`src/rtl/npu_csr_pkg.sv`:
```
// Shared definitions for the NPU CSR slave: register word map, CTRL/STATUS bit
// positions, AXI response codes and the small state enums used by the channel FSMs.
package npu_csr_pkg;

  // Word indices (byte offset >> 2) of the fixed registers; CFG[i] sits at REG_CFG_BASE + i
  localparam int REG_CTRL     = 0;
  localparam int REG_STATUS   = 1;
  localparam int REG_CYCLES   = 2;
  localparam int REG_VERSION  = 3;
  localparam int REG_CFG_BASE = 4;

  // CTRL bit positions
  localparam int CTRL_START    = 0;
  localparam int CTRL_SOFT_RST = 1;
  localparam int CTRL_IRQ_EN   = 2;

  // STATUS bit positions
  localparam int STAT_BUSY = 0;
  localparam int STAT_DONE = 1;
  localparam int STAT_ERR  = 2;

  localparam logic [31:0] DEFAULT_VERSION = 32'h0001_0000;

  typedef enum logic [1:0] {
    RESP_OKAY   = 2'b00,
    RESP_SLVERR = 2'b10
  } axi_resp_e;

  typedef enum logic {
    WR_COLLECT,   // AW/W holding slots accept beats independently
    WR_RESP       // register updated, B response pending
  } wr_state_e;

  typedef enum logic {
    RD_IDLE,
    RD_VALID
  } rd_state_e;

  // True when a word index falls inside the implemented register map
  function automatic logic word_in_map(input logic [31:0] widx, input int n_cfg);
    return widx < 32'(REG_CFG_BASE + n_cfg);
  endfunction

endpackage

```
`src/rtl/npu_csr_axil.sv`:
```
// AXI4-Lite CSR slave for the conv NPU: config registers, start/soft-reset pulses,
// BUSY/DONE/ERR tracking, job cycle counter and a registered level interrupt.
module npu_csr_axil
  import npu_csr_pkg::*;
#(
  parameter int          DATA_W  = 32,
  parameter int          ADDR_W  = 8,
  parameter int          N_CFG   = 8,
  parameter logic [31:0] VERSION = DEFAULT_VERSION
) (
  input  logic                    s00_axi_aclk,
  input  logic                    s00_axi_aresetn,
  input  logic [ADDR_W-1:0]       s00_axi_awaddr,
  input  logic [2:0]              s00_axi_awprot,
  input  logic                    s00_axi_awvalid,
  output logic                    s00_axi_awready,
  input  logic [DATA_W-1:0]       s00_axi_wdata,
  input  logic [DATA_W/8-1:0]     s00_axi_wstrb,
  input  logic                    s00_axi_wvalid,
  output logic                    s00_axi_wready,
  output logic [1:0]              s00_axi_bresp,
  output logic                    s00_axi_bvalid,
  input  logic                    s00_axi_bready,
  input  logic [ADDR_W-1:0]       s00_axi_araddr,
  input  logic [2:0]              s00_axi_arprot,
  input  logic                    s00_axi_arvalid,
  output logic                    s00_axi_arready,
  output logic [DATA_W-1:0]       s00_axi_rdata,
  output logic [1:0]              s00_axi_rresp,
  output logic                    s00_axi_rvalid,
  input  logic                    s00_axi_rready,
  output logic                    start_o,
  output logic                    soft_rst_o,
  output logic [N_CFG*DATA_W-1:0] cfg_o,
  input  logic                    done_i,
  input  logic                    err_i,
  output logic                    irq_o
);

  localparam int STRB_W = DATA_W / 8;
  localparam int WIDX_W = ADDR_W - 2;

  // Protection bits and byte-lane address bits carry no meaning here
  logic unused_ok;
  assign unused_ok = ^{s00_axi_awprot, s00_axi_arprot, s00_axi_awaddr[1:0], s00_axi_araddr[1:0]};

  // Channel state
  logic              active_reg;
  wr_state_e         wr_state_reg, wr_state_next;
  rd_state_e         rd_state_reg, rd_state_next;
  logic              aw_full_reg;
  logic [WIDX_W-1:0] aw_widx_reg;
  logic              w_full_reg;
  logic [DATA_W-1:0] w_data_reg;
  logic [STRB_W-1:0] w_strb_reg;
  axi_resp_e         bresp_reg;
  logic [DATA_W-1:0] rdata_reg;
  axi_resp_e         rresp_reg;

  logic aw_ready, w_ready, ar_ready, wr_commit;
  logic aw_hs, w_hs, ar_hs;

  // Register file state
  logic              irq_en_reg, busy_reg, done_reg, err_reg, irq_reg;
  logic              start_reg, soft_rst_reg;
  logic [DATA_W-1:0] cycles_reg;

  // Commit decode
  logic [31:0] wr_widx, rd_widx;
  logic        wr_in_map, ctrl_wr, status_wr, start_req, soft_rst_req;
  logic [DATA_W-1:0] rd_data;
  axi_resp_e         rd_resp;

  assign aw_hs = s00_axi_awvalid && aw_ready;
  assign w_hs  = s00_axi_wvalid && w_ready;
  assign ar_hs = s00_axi_arvalid && ar_ready;

  assign wr_widx      = 32'(aw_widx_reg);
  assign wr_in_map    = word_in_map(wr_widx, N_CFG);
  assign ctrl_wr      = wr_commit && (wr_widx == 32'(REG_CTRL)) && w_strb_reg[0];
  assign status_wr    = wr_commit && (wr_widx == 32'(REG_STATUS)) && w_strb_reg[0];
  assign soft_rst_req = ctrl_wr && w_data_reg[CTRL_SOFT_RST];
  assign start_req    = ctrl_wr && w_data_reg[CTRL_START] && !soft_rst_req;

  assign s00_axi_awready = aw_ready;
  assign s00_axi_wready  = w_ready;
  assign s00_axi_bvalid  = (wr_state_reg == WR_RESP);
  assign s00_axi_bresp   = bresp_reg;
  assign s00_axi_arready = ar_ready;
  assign s00_axi_rvalid  = (rd_state_reg == RD_VALID);
  assign s00_axi_rdata   = rdata_reg;
  assign s00_axi_rresp   = rresp_reg;
  assign start_o         = start_reg;
  assign soft_rst_o      = soft_rst_reg;
  assign irq_o           = irq_reg;

  // Hold readies low for the first cycle after reset is released
  always_ff @(posedge s00_axi_aclk) begin
    if (!s00_axi_aresetn) active_reg <= 1'b0;
    else                  active_reg <= 1'b1;
  end

  // Channel FSM state registers
  always_ff @(posedge s00_axi_aclk) begin
    if (!s00_axi_aresetn) begin
      wr_state_reg <= WR_COLLECT;
      rd_state_reg <= RD_IDLE;
    end else begin
      wr_state_reg <= wr_state_next;
      rd_state_reg <= rd_state_next;
    end
  end

  // Write FSM: open each slot while empty, commit once both are held, then wait for bready
  always_comb begin
    wr_state_next = wr_state_reg;
    aw_ready      = 1'b0;
    w_ready       = 1'b0;
    wr_commit     = 1'b0;
    case (wr_state_reg)
      WR_COLLECT: begin
        aw_ready = active_reg && !aw_full_reg;
        w_ready  = active_reg && !w_full_reg;
        if (aw_full_reg && w_full_reg) begin
          wr_commit     = 1'b1;
          wr_state_next = WR_RESP;
        end
      end
      WR_RESP: begin
        if (s00_axi_bready) wr_state_next = WR_COLLECT;
      end
      default: wr_state_next = WR_COLLECT;
    endcase
  end

  // Read FSM: accept one address, present data until rready
  always_comb begin
    rd_state_next = rd_state_reg;
    ar_ready      = 1'b0;
    case (rd_state_reg)
      RD_IDLE: begin
        ar_ready = active_reg;
        if (s00_axi_arvalid && active_reg) rd_state_next = RD_VALID;
      end
      RD_VALID: begin
        if (s00_axi_rready) rd_state_next = RD_IDLE;
      end
      default: rd_state_next = RD_IDLE;
    endcase
  end

  // AW/W holding slots and the B response code
  always_ff @(posedge s00_axi_aclk) begin
    if (!s00_axi_aresetn) begin
      aw_full_reg <= 1'b0;
      aw_widx_reg <= '0;
      w_full_reg  <= 1'b0;
      w_data_reg  <= '0;
      w_strb_reg  <= '0;
      bresp_reg   <= RESP_OKAY;
    end else if (wr_commit) begin
      aw_full_reg <= 1'b0;
      w_full_reg  <= 1'b0;
      bresp_reg   <= wr_in_map ? RESP_OKAY : RESP_SLVERR;
    end else begin
      if (aw_hs) begin
        aw_full_reg <= 1'b1;
        aw_widx_reg <= s00_axi_awaddr[ADDR_W-1:2];
      end
      if (w_hs) begin
        w_full_reg <= 1'b1;
        w_data_reg <= s00_axi_wdata;
        w_strb_reg <= s00_axi_wstrb;
      end
    end
  end

  // CFG registers with byte enables; each one drives its slice of cfg_o directly
  for (genvar gi = 0; gi < N_CFG; gi++) begin : g_cfg
    logic [DATA_W-1:0] cfg_reg;

    // Byte-masked update on a committed write to this word
    always_ff @(posedge s00_axi_aclk) begin
      if (!s00_axi_aresetn) begin
        cfg_reg <= '0;
      end else if (wr_commit && (wr_widx == 32'(REG_CFG_BASE + gi))) begin
        for (int b = 0; b < STRB_W; b++) begin
          if (w_strb_reg[b]) cfg_reg[b*8 +: 8] <= w_data_reg[b*8 +: 8];
        end
      end
    end

    assign cfg_o[gi*DATA_W +: DATA_W] = cfg_reg;
  end

  // Job control: pulses, BUSY/DONE/ERR, cycle counter and the interrupt level
  always_ff @(posedge s00_axi_aclk) begin
    if (!s00_axi_aresetn) begin
      irq_en_reg   <= 1'b0;
      busy_reg     <= 1'b0;
      done_reg     <= 1'b0;
      err_reg      <= 1'b0;
      cycles_reg   <= '0;
      start_reg    <= 1'b0;
      soft_rst_reg <= 1'b0;
      irq_reg      <= 1'b0;
    end else begin
      start_reg    <= 1'b0;
      soft_rst_reg <= 1'b0;
      if (ctrl_wr) irq_en_reg <= w_data_reg[CTRL_IRQ_EN];
      if (busy_reg && (cycles_reg != '1)) cycles_reg <= cycles_reg + DATA_W'(1);

      if (soft_rst_req) begin
        // Soft reset clears job state only; CFG and IRQ_EN survive
        soft_rst_reg <= 1'b1;
        busy_reg     <= 1'b0;
        done_reg     <= 1'b0;
        err_reg      <= 1'b0;
        cycles_reg   <= '0;
      end else if (start_req && !busy_reg) begin
        // A new job overrides a done_i/err_i landing in the same cycle
        start_reg  <= 1'b1;
        busy_reg   <= 1'b1;
        done_reg   <= 1'b0;
        err_reg    <= 1'b0;
        cycles_reg <= '0;
      end else begin
        if (start_req)                            err_reg  <= 1'b1;
        if (status_wr && w_data_reg[STAT_DONE])   done_reg <= 1'b0;
        if (status_wr && w_data_reg[STAT_ERR])    err_reg  <= 1'b0;
        // Engine events come last so a set beats a simultaneous W1C
        if (done_i) begin
          busy_reg <= 1'b0;
          done_reg <= 1'b1;
        end
        if (err_i) begin
          busy_reg <= 1'b0;
          err_reg  <= 1'b1;
        end
      end

      irq_reg <= irq_en_reg & (done_reg | err_reg);
    end
  end

  // Read mux over the current register values
  always_comb begin
    rd_widx = 32'(s00_axi_araddr[ADDR_W-1:2]);
    rd_data = '0;
    rd_resp = word_in_map(rd_widx, N_CFG) ? RESP_OKAY : RESP_SLVERR;
    if (rd_widx == 32'(REG_CTRL))    rd_data = DATA_W'({irq_en_reg, 2'b00});
    if (rd_widx == 32'(REG_STATUS))  rd_data = DATA_W'({err_reg, done_reg, busy_reg});
    if (rd_widx == 32'(REG_CYCLES))  rd_data = cycles_reg;
    if (rd_widx == 32'(REG_VERSION)) rd_data = DATA_W'(VERSION);
    for (int i = 0; i < N_CFG; i++) begin
      if (rd_widx == 32'(REG_CFG_BASE + i)) rd_data = cfg_o[i*DATA_W +: DATA_W];
    end
  end

  // Registered read data, captured on the AR handshake
  always_ff @(posedge s00_axi_aclk) begin
    if (!s00_axi_aresetn) begin
      rdata_reg <= '0;
      rresp_reg <= RESP_OKAY;
    end else if (ar_hs) begin
      rdata_reg <= rd_data;
      rresp_reg <= rd_resp;
    end
  end

endmodule

```
`config.mk`:
```
export PLATFORM = sky130hd
export DESIGN_NAME = npu_csr_axil
export DESIGN_NICKNAME = d
export VERILOG_FILES = /design/src/rtl/npu_csr_pkg.sv /design/src/rtl/npu_csr_axil.sv
export SDC_FILE = /design/constraint.sdc
export NUM_CORES = 1
export LEC_CHECK = 0
export ABC_AREA = 1
export BUFFER_PORTS_ARGS = -buffer_cell sky130_fd_sc_hd__buf_2
export CELL_PAD_IN_SITES_DETAIL_PLACEMENT = 1
export CELL_PAD_IN_SITES_GLOBAL_PLACEMENT = 2
export CORE_AREA = 2 2 270 272
export CTS_BUF_LIST = sky130_fd_sc_hd__clkbuf_8
export DETAILED_ROUTE_END_ITERATION = 16
export DIE_AREA = 0 0 272 274
export GPL_ROUTABILITY_DRIVEN = 0
export PLACE_DENSITY = 0.6
export SLEW_MARGIN = 20
export SYNTH_ARGS = -nofsm -noshare
export SYNTH_HDL_FRONTEND = slang
export SYNTH_SLANG_ARGS = --single-unit
```
`constraint.sdc`:
```
create_clock -name s00_axi_aclk -period 2.2 [get_ports s00_axi_aclk]
set_clock_uncertainty 0.15 [all_clocks]
set_input_delay 0.44 -clock s00_axi_aclk [delete_from_list [all_inputs] [get_ports s00_axi_aclk]]
set_output_delay 0.44 -clock s00_axi_aclk [all_outputs]
set_load 0.01 [all_outputs]
```
-- Yosys cells after proc, flatten, opt, wreduce, memory -nomap -nowiden
Index checks and enable logic that the tools add are counted.
- $add $sub $neg: 1
- multiply operators: 0
- div/mod/pow operators: 0
- $lt $le $gt $ge: 2
- equality and inequality tests: 21
- shifts and indexed selects: 0
- mux-type cells: 35
- bitwise gates (word level): 6
- reductions and logical operators: 72
- operators by type and width (kind ; number):
    $mux 32 ; 11
    $reduce_and 2->1 ; 34
    $eq 6x3->1 const B ; 8
    $eq 6x4->1 const B ; 8
    $add 32x1->32 const B ; 1
    $logic_not 32->1 ; 1
    $ne 32x32->1 const B ; 1
    $logic_and 1x1->1 ; 26
    $mux 1 ; 19
    $eq 6x1->1 const B ; 2
    $eq 6x2->1 const B ; 2
    $lt 6x4->1 const B ; 2
    $logic_not 6->1 ; 1
    $reduce_bool 3->1 ; 2
    $logic_not 1->1 ; 4
    $mux 2 ; 2
    $not 1->1 ; 4
    $pmux 1 s2 ; 2
    $reduce_or 2->1 ; 2
    $mux 3 ; 1
    $reduce_or 3->1 ; 1
    $reduce_bool 2->1 ; 1
    $and 1x1->1 ; 1
    $or 1x1->1 ; 1
- register bits after elaboration: 378
- latch bits: 0
- bits in writable memories: 0
- ROM bits: 0
- input bits: 67
- output and inout bits: 300
- memories kept: 0

-- Logic depth before layout (Yosys ltp)
Gate-level depths: netlist of run 1.
- depth in word-level cells: 13
- depth in mapped cells: 13
- mapped depth without buffers: 13

-- Worst setup path after synthesis of run 1
Ideal clock, no wire load.
- kind: register to register
- start point: register cycles_reg[1]
- end point: register cycles_reg[17]
- arrival time: 1.618 ns
- data required time: 1.934 ns
- slack: 0.316 ns
- stages on the path, launching flop included: 12
- clock period less this slack: 1.884 ns
- cells stage by stage: dfxtp_1 ha_1 nand4_1 inv_1 nand3_1 nor2_1 nand2_1 nand2_2 inv_1 buf_2 nand2_1 a21oi_1
- word-level cells in the longest chain between the ends: 2
- RTL lines (item ; RTL line ; source):
    from (decl) ; npu_csr_axil.sv:66 ; logic [DATA_W-1:0] cycles_reg;
    from (signal assigned) ; npu_csr_axil.sv:211 ; if (busy_reg && (cycles_reg != '1)) cycles_reg <= cycles_reg + DATA_W'(1);
    branches (longest 2 deep; another with $add 32x1->32) ; - ;
Several ways; the timed one is not identified.
A chain may end at the register's enable or synchronous reset.

-- Worst setup path after layout of run 1
- start point: register aw_full_reg
- end point: register g_cfg[0].cfg_reg[4]
- word-level cells in the longest chain between the ends: 5
- RTL lines (item ; RTL line ; source):
    from (decl) ; npu_csr_axil.sv:51 ; logic aw_full_reg;
    from (signal assigned) ; npu_csr_axil.sv:155 ; aw_full_reg <= 1'b0;
    from (signal assigned) ; npu_csr_axil.sv:162 ; aw_full_reg <= 1'b0;
    from (signal assigned) ; npu_csr_axil.sv:167 ; aw_full_reg <= 1'b1;
    $logic_and 1x1->1 ; npu_csr_axil.sv:124 ; if (aw_full_reg && w_full_reg) begin
    $mux 1 ; npu_csr_axil.sv:124 ;
    $mux 1 ; npu_csr_axil.sv:120 ; case (wr_state_reg)
    $logic_and 1x1->1 ; npu_csr_axil.sv:186 ; end else if (wr_commit && (wr_widx == 32'(REG_CFG_BASE + gi))) begin
    $reduce_and 2->1 (no source line) ; - ;
    to (signal, indexed assignment) ; npu_csr_axil.sv:188 ; if (w_strb_reg[b]) cfg_reg[b*8 +: 8] <= w_data_reg[b*8 +: 8];
    to (decl) ; npu_csr_axil.sv:180 ; logic [DATA_W-1:0] cfg_reg;
Every way passes these cells.

==> results of run 1 <==
## final cells by class
| type | instances | area (sq um) |
|---|---|---|
| sequential | 376 | 7530 |
| clock buffer | 99 | 1360 |
| antenna | 2 | 5.00 |
| clock inverter | 34 | 178 |
| inverter | 295 | 1120 |
| timing repair buffer | 571 | 3950 |
| fill | 8890 | 49300 |
| tap | 959 | 1200 |
| multi-input combinational | 1529 | 7290 |
## synthesized netlist by cell type, types with 2 or more instances
master,count,area share [%]
nor3_1,66,2.0
o22ai_1,9,0.34
inv_2,4,0.092
a31oi_1,2,0.076
nor2_4,5,0.34
nand3_1,111,3.4
buf_1,3,0.069
nor2_1,184,4.2
nor4_1,4,0.15
buf_4,9,0.41
nand2_1,413,9.5
nor2_2,8,0.31
or2_2,4,0.15
inv_1,289,6.6
o21ai_1,5,0.15
clkbuf_1,106,2.4
nand4_1,30,1.1
o21ai_0,285,8.7
buf_2,25,0.76
nand2_2,2,0.076
clkinv_1,2,0.046
xor2_1,19,1.0
a21oi_1,371,11
dfxtp_1,376,46
## how the worst max path moves through the flow
stage	from	slack, ps	to	depth (start not counted)
2_1_floorplan	cycles_reg[1]	320	cycles_reg[17]	11
3_3_place_gp	s00_axi_araddr[7]	-400	s00_axi_rdata[20]	11
3_5_place_dp	s00_axi_araddr[7]	-340	s00_axi_rdata[20]	11
4_1_cts	s00_axi_bvalid	-130	s00_axi_wready	3
5_1_grt	aw_full_reg	-70	g_cfg[3].cfg_reg[7]	9
6_report	aw_full_reg	60	g_cfg[0].cfg_reg[4]	11
## logic make-up after synthesis
group	after synthesis	share of synthesized area [%]
AND/OR/NAND/NOR	833	21.7
AO/OA/AOI/OAI	673	20.7
buffers and inverters	438	10.4
flip-flops	376	46.0
XOR/XNOR	20	1.07
adder cells (fa/ha/maj)	1	0.0764
other	1	0.0229
## stage by stage
step           hold slack, ps  instance area (sq um)
2_1_floorplan             294                  16400
3_3_place_gp              295                  20200
3_5_place_dp              305                  20200
4_1_cts                  14.8                  22300
5_1_grt                  92.9                  22600
6_report                 59.5                  22600
## per-layer routing
layer | GRT usage [%] | part of all wire, % | up-vias
li1 | - | - | 8642
met1 | 29.7 | 48 | 8913
met2 | 35.1 | 45 | 389
met3 | 3.40 | 3.9 | 113
met4 | 7.69 | 3.0 | 0
met5 | 0 | 0 | -
## what timing repair did
| item | CTS | global route |
|---|---|---|
| hold buffers | 50 | 0 |
| gates cloned | 1 | 6 |
| resized for setup | 11 | 68 |
| pin swaps | 0 | 7 |
| hold endpoints to repair | 62 | 0 |
| setup endpoints to repair | 98 | 153 |
| buffers inserted | 1 | 11 |
## worst max-delay path: cells and delay by family (launching register included)
| kind | cells | cell delay, ps |
|---|---|---|
| DFF | 1 | 350 |
| buffers and inverters | 4 | 540 |
| AOI/OAI and AO/OA | 2 | 230 |
| and+or+nand+nor | 5 | 710 |
## power groups by stage
| stage | combinational [mW] | sequential (mW) | clock [mW] |
|---|---|---|---|
| floorplan | 0.420 | 7.10 | 0 |
| global placement | 0.752 | 7.21 | 0 |
| detailed placement | 0.765 | 7.21 | 0 |
| global route | 0.963 | 7.08 | 8.01 |
| CTS | 0.850 | 7.06 | 7.69 |
| finish | 0.881 | 7.07 | 7.47 |
==> results.yml, run 1 <==
pwr:
  seq_power_share_pct: 45.9
  combPwrFrac_pct: 5.7
  finalPower_mw: 15.4
  powerDensity_nw_per_um2: 682
  switchingPower_mw: 4.09
  vdd.ir_drop.worst_uv: 292
  intPower_mw: 11.3
  clockPowerShare_pct: 48.4
  p_sw_share_pct: 26.5
  p_leak_nw: 9.45
setup_path:
  crit_chain: "nand2_2, nor2_4, inv_2, nor4_4, inv_2, nor2_4, buf_12, nand2_1, buf_4, o21ai_0, a21oi_1"
  critPathMaxFanout: 12
  path_class: "register to register"
  start_kind: "register"
  cp_slowest_stage_delay_ps: 350
  r2r_cells: 11
  crit_slowest_cell: "dfxtp_2"
  cp.arrival_ps: 2520
  timing.rr.start: "aw_full_reg"
  crit_required_ps: 2590
  r2r_setup_slack_ps: 60
  cp-end-kind: "register"
  worst_r2r_endpoint: "g_cfg[0].cfg_reg[4]"
layout:
  nNetsFinal: 2917
  layoutNonFillerInstCount: 3865
  final_core_util_pct: 31.4
  mostFrequentLayoutCell: "nand2_1"
  area_growth_syn_to_layout_pct: 38.2
  largest_reg_flops: 256
  layout-drive-gt1-share_pct: 24.0
  final_cell_mix: "396 x nand2_1, 373 x dfxtp_1, 371 x a21oi_1"
logic_synthesis:
  yosys_warnings: 0
  ys_dominant_reg_cell: "dfxtp_1"
  ys_seq_elements: 376
  synth_cell_types: 34
  synth_area_sq_um: 16400
  ys_async_sr_fraction_pct: 0
  synthCells: 2342
  syn_area_per_cell_sq_um: 6.99
  ys_seq_area_share_pct: 46.0
  synth_edf_count: 0
cts:
  cts_tree: "done"
  clk_pin_slew_ps: 60
  clk_latency_ps: 670
  clock_tree.root_cell: "clkbuf_8"
  cts.sinks: 376
  htreeDepth: 3
  cts_buffer_depth: 3
  numCtsBuffers: 76
worst_hold_path:
  whs_endpoint: "w_data_reg[28]"
  min_path_cells: 4
  worstHoldStart: "s00_axi_wvalid"
  hold_path.class: "primary input to register"
run:
  maxCapViolCount: 0
timing:
  hold_viol_final: 0
  tns_ps: 0
  setup_viol: 0
  period_minus_slack_ps: 2140
  rsz0062_at_grt: "yes"
  tightest_slew_ps: 712
  fmax_mhz: 468
  slew_violations: 0
  finalCritPeriodShare_pct: 97.1
  fin_ws_ps: 63.7
  slew_headroom_pct: 52.5
global_route:
  antenna_found_initial: 5
  overflow: 0
  grt_pass1_wl_microns: 121000
  grt_max_degree: 64
  grt_use_total_pct: 21.8
  grt_pass1_vias: 18400
detailed_routing:
  ant_nets: 0
  via_per_inst: 4.67
  drtIter0Drc: 884
  first_pass_iters: 5
  vias: 18100
  post-route-drc-count: 0
  wirelength_microns: 84600
  routedWlPerCell_microns: 21.9
floorplanning:
  coreArea_sq_um: 72000
  ioPinCount: 367
  initial_core_util_pct: 22.7
  die_x_microns: 272
  dieArea_sq_um: 74500
  die_y_microns: 274
  fp-row-count: 99
placement:
  pre_cts_slack_ps: -342
  dp_cells: 3661
  hpwlAfterDp_microns: 62500
  portBuffers: 354
outcome:
  status: "complete, no violations"
Power figures use the tool's default switching activity.
==> run 2, diff against run 1 <==
==> constraint.sdc (replaced) <==
create_clock -name s00_axi_aclk -period 2.2 [get_ports s00_axi_aclk]
set_clock_uncertainty 0.15 [all_clocks]
set_input_delay 0.22 -clock s00_axi_aclk [delete_from_list [all_inputs] [get_ports s00_axi_aclk]]
set_output_delay 0.22 -clock s00_axi_aclk [all_outputs]
set_load 0.01 [all_outputs]
==> results.yml, run 2 (synthesized netlist as in run 1, its figures left out) <==
outcome:
  status: "complete, no violations"
setup_path:
  r2r_cells: 8
  crit_required_ps: 2590
  cp.arrival_ps: 2540
  critPathMaxFanout: 13
  path_class: "primary input to register"
  cp-end-kind: "register"
  start_kind: "primary input"
cts:
  clock_tree.root_cell: "clkbuf_8"
  cts.sinks: 376
  numCtsBuffers: 75
  htreeDepth: 3
  clk_latency_ps: 660
  cts_tree: "done"
  clk_pin_slew_ps: 60
  cts_buffer_depth: 3
worst_hold_path:
  min_path_cells: 4
  hold_path.class: "primary input to register"
detailed_routing:
  first_pass_iters: 5
  wirelength_microns: 83100
  vias: 17800
  routedWlPerCell_microns: 21.6
  ant_nets: 0
  post-route-drc-count: 0
  drtIter0Drc: 913
  via_per_inst: 4.61
timing:
  fin_ws_ps: 44.5
  fmax_mhz: 464
  period_minus_slack_ps: 2160
  finalCritPeriodShare_pct: 98.0
  setup_viol: 0
  rsz0062_at_grt: "yes"
  slew_headroom_pct: 51.6
  slew_violations: 0
  hold_viol_final: 0
  tightest_slew_ps: 724
run:
  maxCapViolCount: 0
global_route:
  grt_pass1_vias: 18500
  overflow: 0
  grt_pass1_wl_microns: 120000
  antenna_found_initial: 6
  grt_use_total_pct: 21.7
  grt_max_degree: 131
floorplanning:
  initial_core_util_pct: 22.7
  dieArea_sq_um: 74500
  coreArea_sq_um: 72000
  die_y_microns: 274
  fp-row-count: 99
  die_x_microns: 272
  ioPinCount: 367
pwr:
  intPower_mw: 11.1
  powerDensity_nw_per_um2: 673
  vdd.ir_drop.worst_uv: 247
  p_leak_nw: 9.37
  p_sw_share_pct: 26.9
  switchingPower_mw: 4.06
  finalPower_mw: 15.1
  clockPowerShare_pct: 47.4
  combPwrFrac_pct: 5.8
  seq_power_share_pct: 46.8
placement:
  pre_cts_slack_ps: -128
  portBuffers: 354
  placedInstanceArea_sq_um: 20200
  hpwlAfterDp_microns: 62000
layout:
  nNetsFinal: 2904
  final_cell_mix: "397 x nand2_1, 372 x dfxtp_1, 371 x a21oi_1"
  layout-drive-gt1-share_pct: 23.2
  mostFrequentLayoutCell: "nand2_1"
  fin_area_sq_um: 22400
  largest_reg_flops: 256
  fillers: 8844
  area_growth_syn_to_layout_pct: 37.1
run 2: layout make-up:
cell class	count	area (sq um)	share of cell area, %
flip-flops and latches	376	7530	33.6
multi-input cells	1529	7230	32.2
repair buffers	559	3910	17.4
clock buffers	94	1290	5.76
well taps	959	1200	5.35
inverters	295	1110	4.95
clock inverters	34	159	0.708
diodes	4	10.0	0.0446
run 2: power by group through the flow:
stage,sequential (mW),combinational (mW),clock (mW)
detailed placement,7.22,0.759,0
finish,7.08,0.875,7.16
CTS,7.07,0.859,7.41
floorplan,7.10,0.420,0
global placement,7.21,0.744,0
global route,7.08,0.961,7.72
run 2: stage by stage:
| step | utilization [%] | setup TNS [ps] | cells | hold WS [ps] |
|---|---|---|---|---|
| after global placement | 28.0 | -132 | 3651 | 298 |
| after floorplan | - | 0 | 2343 | 97.7 |
| final | 31.2 | 0 | 3850 | 219 |
| after CTS | 31.0 | -128 | 3841 | 161 |
| after global routing | 31.2 | -159 | 3848 | 219 |
| after detailed placement | 28.0 | -879 | 3651 | 304 |
run 2: path summary, 6_finish.rpt:
check                            start                    to  slack, ps
setup / recovery     s00_axi_araddr[4]     s00_axi_rdata[26]         40
hold / removal       s00_axi_wdata[25]        w_data_reg[25]        220
setup reg to reg            active_reg      s00_axi_rresp[1]        100
hold reg to reg   g_cfg[5].cfg_reg[28]  g_cfg[5].cfg_reg[28]        310
run 2: per-layer routing:
| metal | GRT usage [%] | vias up | wire length [microns] |
|---|---|---|---|
| met4 | 8.31 | 2 | 2760 |
| li1 | - | 8616 | - |
| met3 | 3.93 | 126 | 3910 |
| met1 | 28.5 | 8606 | 38300 |
| met2 | 35.3 | 404 | 38100 |
| met5 | 0 | - | 13 |
run 2: worst max-delay path, cell delays in order:
cell           delay, ps
dlygate4sd3_1        540
buf_2                150
inv_1                 70
nor2_1                70
nand3_1              170
buf_12               170
nor2_1                50
nor3_1               290
nand3_1              190
nor2_1               270
nand3_1              180
nand2_1               90
a21oi_1               60
run 2: what timing repair did:
item | CTS | global route
endpoints found under the hold margin | 132 | 0
setup endpoints to repair | 43 | 127
hold buffers | 57 | 0
buffers inserted | 4 | 4
gates cloned | 1 | 1
pin swaps | 2 | 4
gates resized for setup | 14 | 29
==> run 3, diff against run 2 <==
Settings changed: ABC_AREA 1 to default, CORE_AREA 2 2 270 272 to 2 2 263 265, DIE_AREA 0 0 272 274 to 0 0 265 267, PLACE_DENSITY 0.6 to 0.57.
==> results.yml, run 3 <==
logic_synthesis:
  synth_area_leaders: "dfxtp_1 48%, o21ai_0 8.5%, nand3_1 7.6%, nand2_1 4.9%, mux2i_1 2.6%"
  yosysMostFrequentCell: "dfxtp_1"
  synth-adder-area-share_pct: 0.0805
  ys_async_sr_fraction_pct: 0
  syn_area_per_cell_sq_um: 8.56
  synth_top_area_share_pct: 48.4
  synth_edf_count: 0
  synth_area_sq_um: 15500
  yosysTopAreaCell: "dfxtp_1"
  yosys.area_share.simple_pct: 21.2
  synth_cell_types: 74
  synthMuxAreaShare_pct: 4.52
  synth_common_cells: "376 x dfxtp_1, 264 x o21ai_0, 235 x nand3_1"
  synthCells: 1816
  synth_top_family_by_area: "compound AO/OA/AOI/OAI gates"
  synth_compound_area_share_pct: 21.5
  synth-xor-area-share_pct: 0.113
  yosys_warnings: 0
  ys_dominant_reg_cell: "dfxtp_1"
  ys_seq_area_share_pct: 48.4
  ys_seq_elements: 376
layout:
  layout-drive-gt1-share_pct: 30.7
  final_cell_mix: "376 x dfxtp_1, 352 x buf_2, 260 x o21ai_0"
  mostFrequentLayoutCell: "dfxtp_1"
  fillers: 8119
  ff_latch_area_sq_um: 7530
  nNetsFinal: 2443
  area_growth_syn_to_layout_pct: 41.6
  fin_area_sq_um: 22000
  multiInputGateArea_sq_um: 7500
  largest_reg_flops: 256
cts:
  htreeDepth: 3
  numCtsBuffers: 74
  cts.sinks: 376
  cts_tree: "done"
  clk_pin_slew_ps: 60
  clock_tree.root_cell: "clkbuf_8"
  cts_buffer_depth: 3
  clk_latency_ps: 660
worst_hold_path:
  min_path_cells: 5
  hold_path.class: "primary input to register"
timing:
  hold_viol_final: 0
  rsz0062_at_grt: "yes"
  tns_ps: 0
  tightest_slew_ps: 560
  finalCritPeriodShare_pct: 96.8
  slew_headroom_pct: 62.6
  fmax_mhz: 470
  period_minus_slack_ps: 2130
  fin_ws_ps: 71.0
  setup_viol: 0
  slew_violations: 0
run:
  maxCapViolCount: 0
placement:
  portBuffers: 354
  placedInstanceArea_sq_um: 19700
  pre_cts_slack_ps: -119
  hpwlAfterDp_microns: 61100
pwr:
  vdd.ir_drop.worst_uv: 330
  powerDensity_nw_per_um2: 680
  p_leak_nw: 8.93
detailed_routing:
  ant_nets: 0
  post-route-drc-count: 0
  drtIter0Drc: 972
  routedWlPerCell_microns: 24.5
  via_per_inst: 5.02
  vias: 16600
  first_pass_iters: 5
  wirelength_microns: 81300
floorplanning:
  fp-row-count: 96
  ioPinCount: 367
  die_y_microns: 267
  die_x_microns: 265
  coreArea_sq_um: 68000
  dieArea_sq_um: 70800
  initial_core_util_pct: 22.9
setup_path:
  cp.arrival_ps: 2520
  r2r_cells: 5
  start_kind: "primary input"
  crit_required_ps: 2590
  path_class: "primary input to register"
  cp-end-kind: "register"
  critPathMaxFanout: 10
global_route:
  grt_pass1_wl_microns: 116000
  grt_pass1_vias: 16800
  overflow: 0
  antenna_found_initial: 4
  grt_max_degree: 93
  grt_use_total_pct: 22.3
outcome:
  status: "complete, no violations"
run 3: cell count changes after synthesis, sizes merged, moves of 19 or more:
cell   previous run  this run
mux2i             0        41
nor2            197        84
nand2           415       202
nand3           112       236
nor3             67        14
a22oi             0        42
and3              0        23
inv             293        10
a21oi           372        79
mux2              0        20
o21ai           290       271
run 3: report_power, final:
part | switching, mW | internal [mW]
combinational | 0.585 | 0.353
sequential | 0.0538 | 6.87
clock | 3.22 | 3.89
run 3: per-stage QoR:
| stage | power [mW] | utilization [%] | cells | hold WS, ps |
|---|---|---|---|---|
| 4_1_cts | 15.2 | 32.1 | 3310 | 14.5 |
| 3_5_place_dp | 7.90 | 29.0 | 3113 | 300 |
| 5_1_grt | 15.6 | 32.4 | 3317 | 78.1 |
| 6_report | 15.0 | 32.4 | 3319 | 59.3 |
| 2_1_floorplan | 7.44 | - | 1817 | 97.7 |
| 3_3_place_gp | 7.89 | 29.0 | 3113 | 297 |
run 3: kinds of logic after synthesis:
logic type,count (synthesis)
AOI/OAI and AO/OA,545
xor gates and xnor gates,2
adders and majority gates,1
buffers and inverters,157
DFF,376
muxes,64
other,1
and+or+nand+nor,670
run 3: timing repair:
action	4_1_cts	5_1_grt
pin swaps	1	8
gates resized for setup	2	31
cloned	0	1
hold buffers	64	0
buffers inserted	1	2
endpoints found under the setup margin	6	55
hold endpoints to repair	124	0
run 3: path summary, 6_finish.rpt:
path | start | endpoint | slack (ps)
worst min-delay path | s00_axi_arvalid | s00_axi_rdata[23] | 60
worst max register to register | cycles_reg[9] | cycles_reg[27] | 100
worst min register to register | w_data_reg[13] | w_data_reg[13] | 310
worst max-delay path | s00_axi_araddr[7] | s00_axi_rdata[11] | 70
run 3: final cells by class:
type                            instances  share of cell area [%]
Clock inverter                         36                   0.699
Clock buffer                           96                    6.01
Timing Repair Buffer                  629                    19.7
Sequential cell                       376                    34.2
Multi-Input combinational cell       1284                    34.1
Tap cell                              882                    5.02
Inverter                               10                   0.171
Antenna cell                            6                  0.0682
run 3: metal layers:
metal | routed length, microns | GRT usage, % | vias up
met3 | 4420 | 4.20 | 103
met1 | 36800 | 29.3 | 8297
met2 | 38200 | 37.0 | 435
li1 | - | - | 7812
met5 | 0 | 0 | -
met4 | 1830 | 6.86 | 0
run 3: critical path, cell delays in order:
cell	delay (ps)
dlygate4sd3_1	560
buf_2	160
buf_4	140
nor4b_2	260
buf_4	240
buf_12	170
nand2_1	60
buf_4	190
nand2_1	250
nor3_1	100
o2bb2ai_1	140
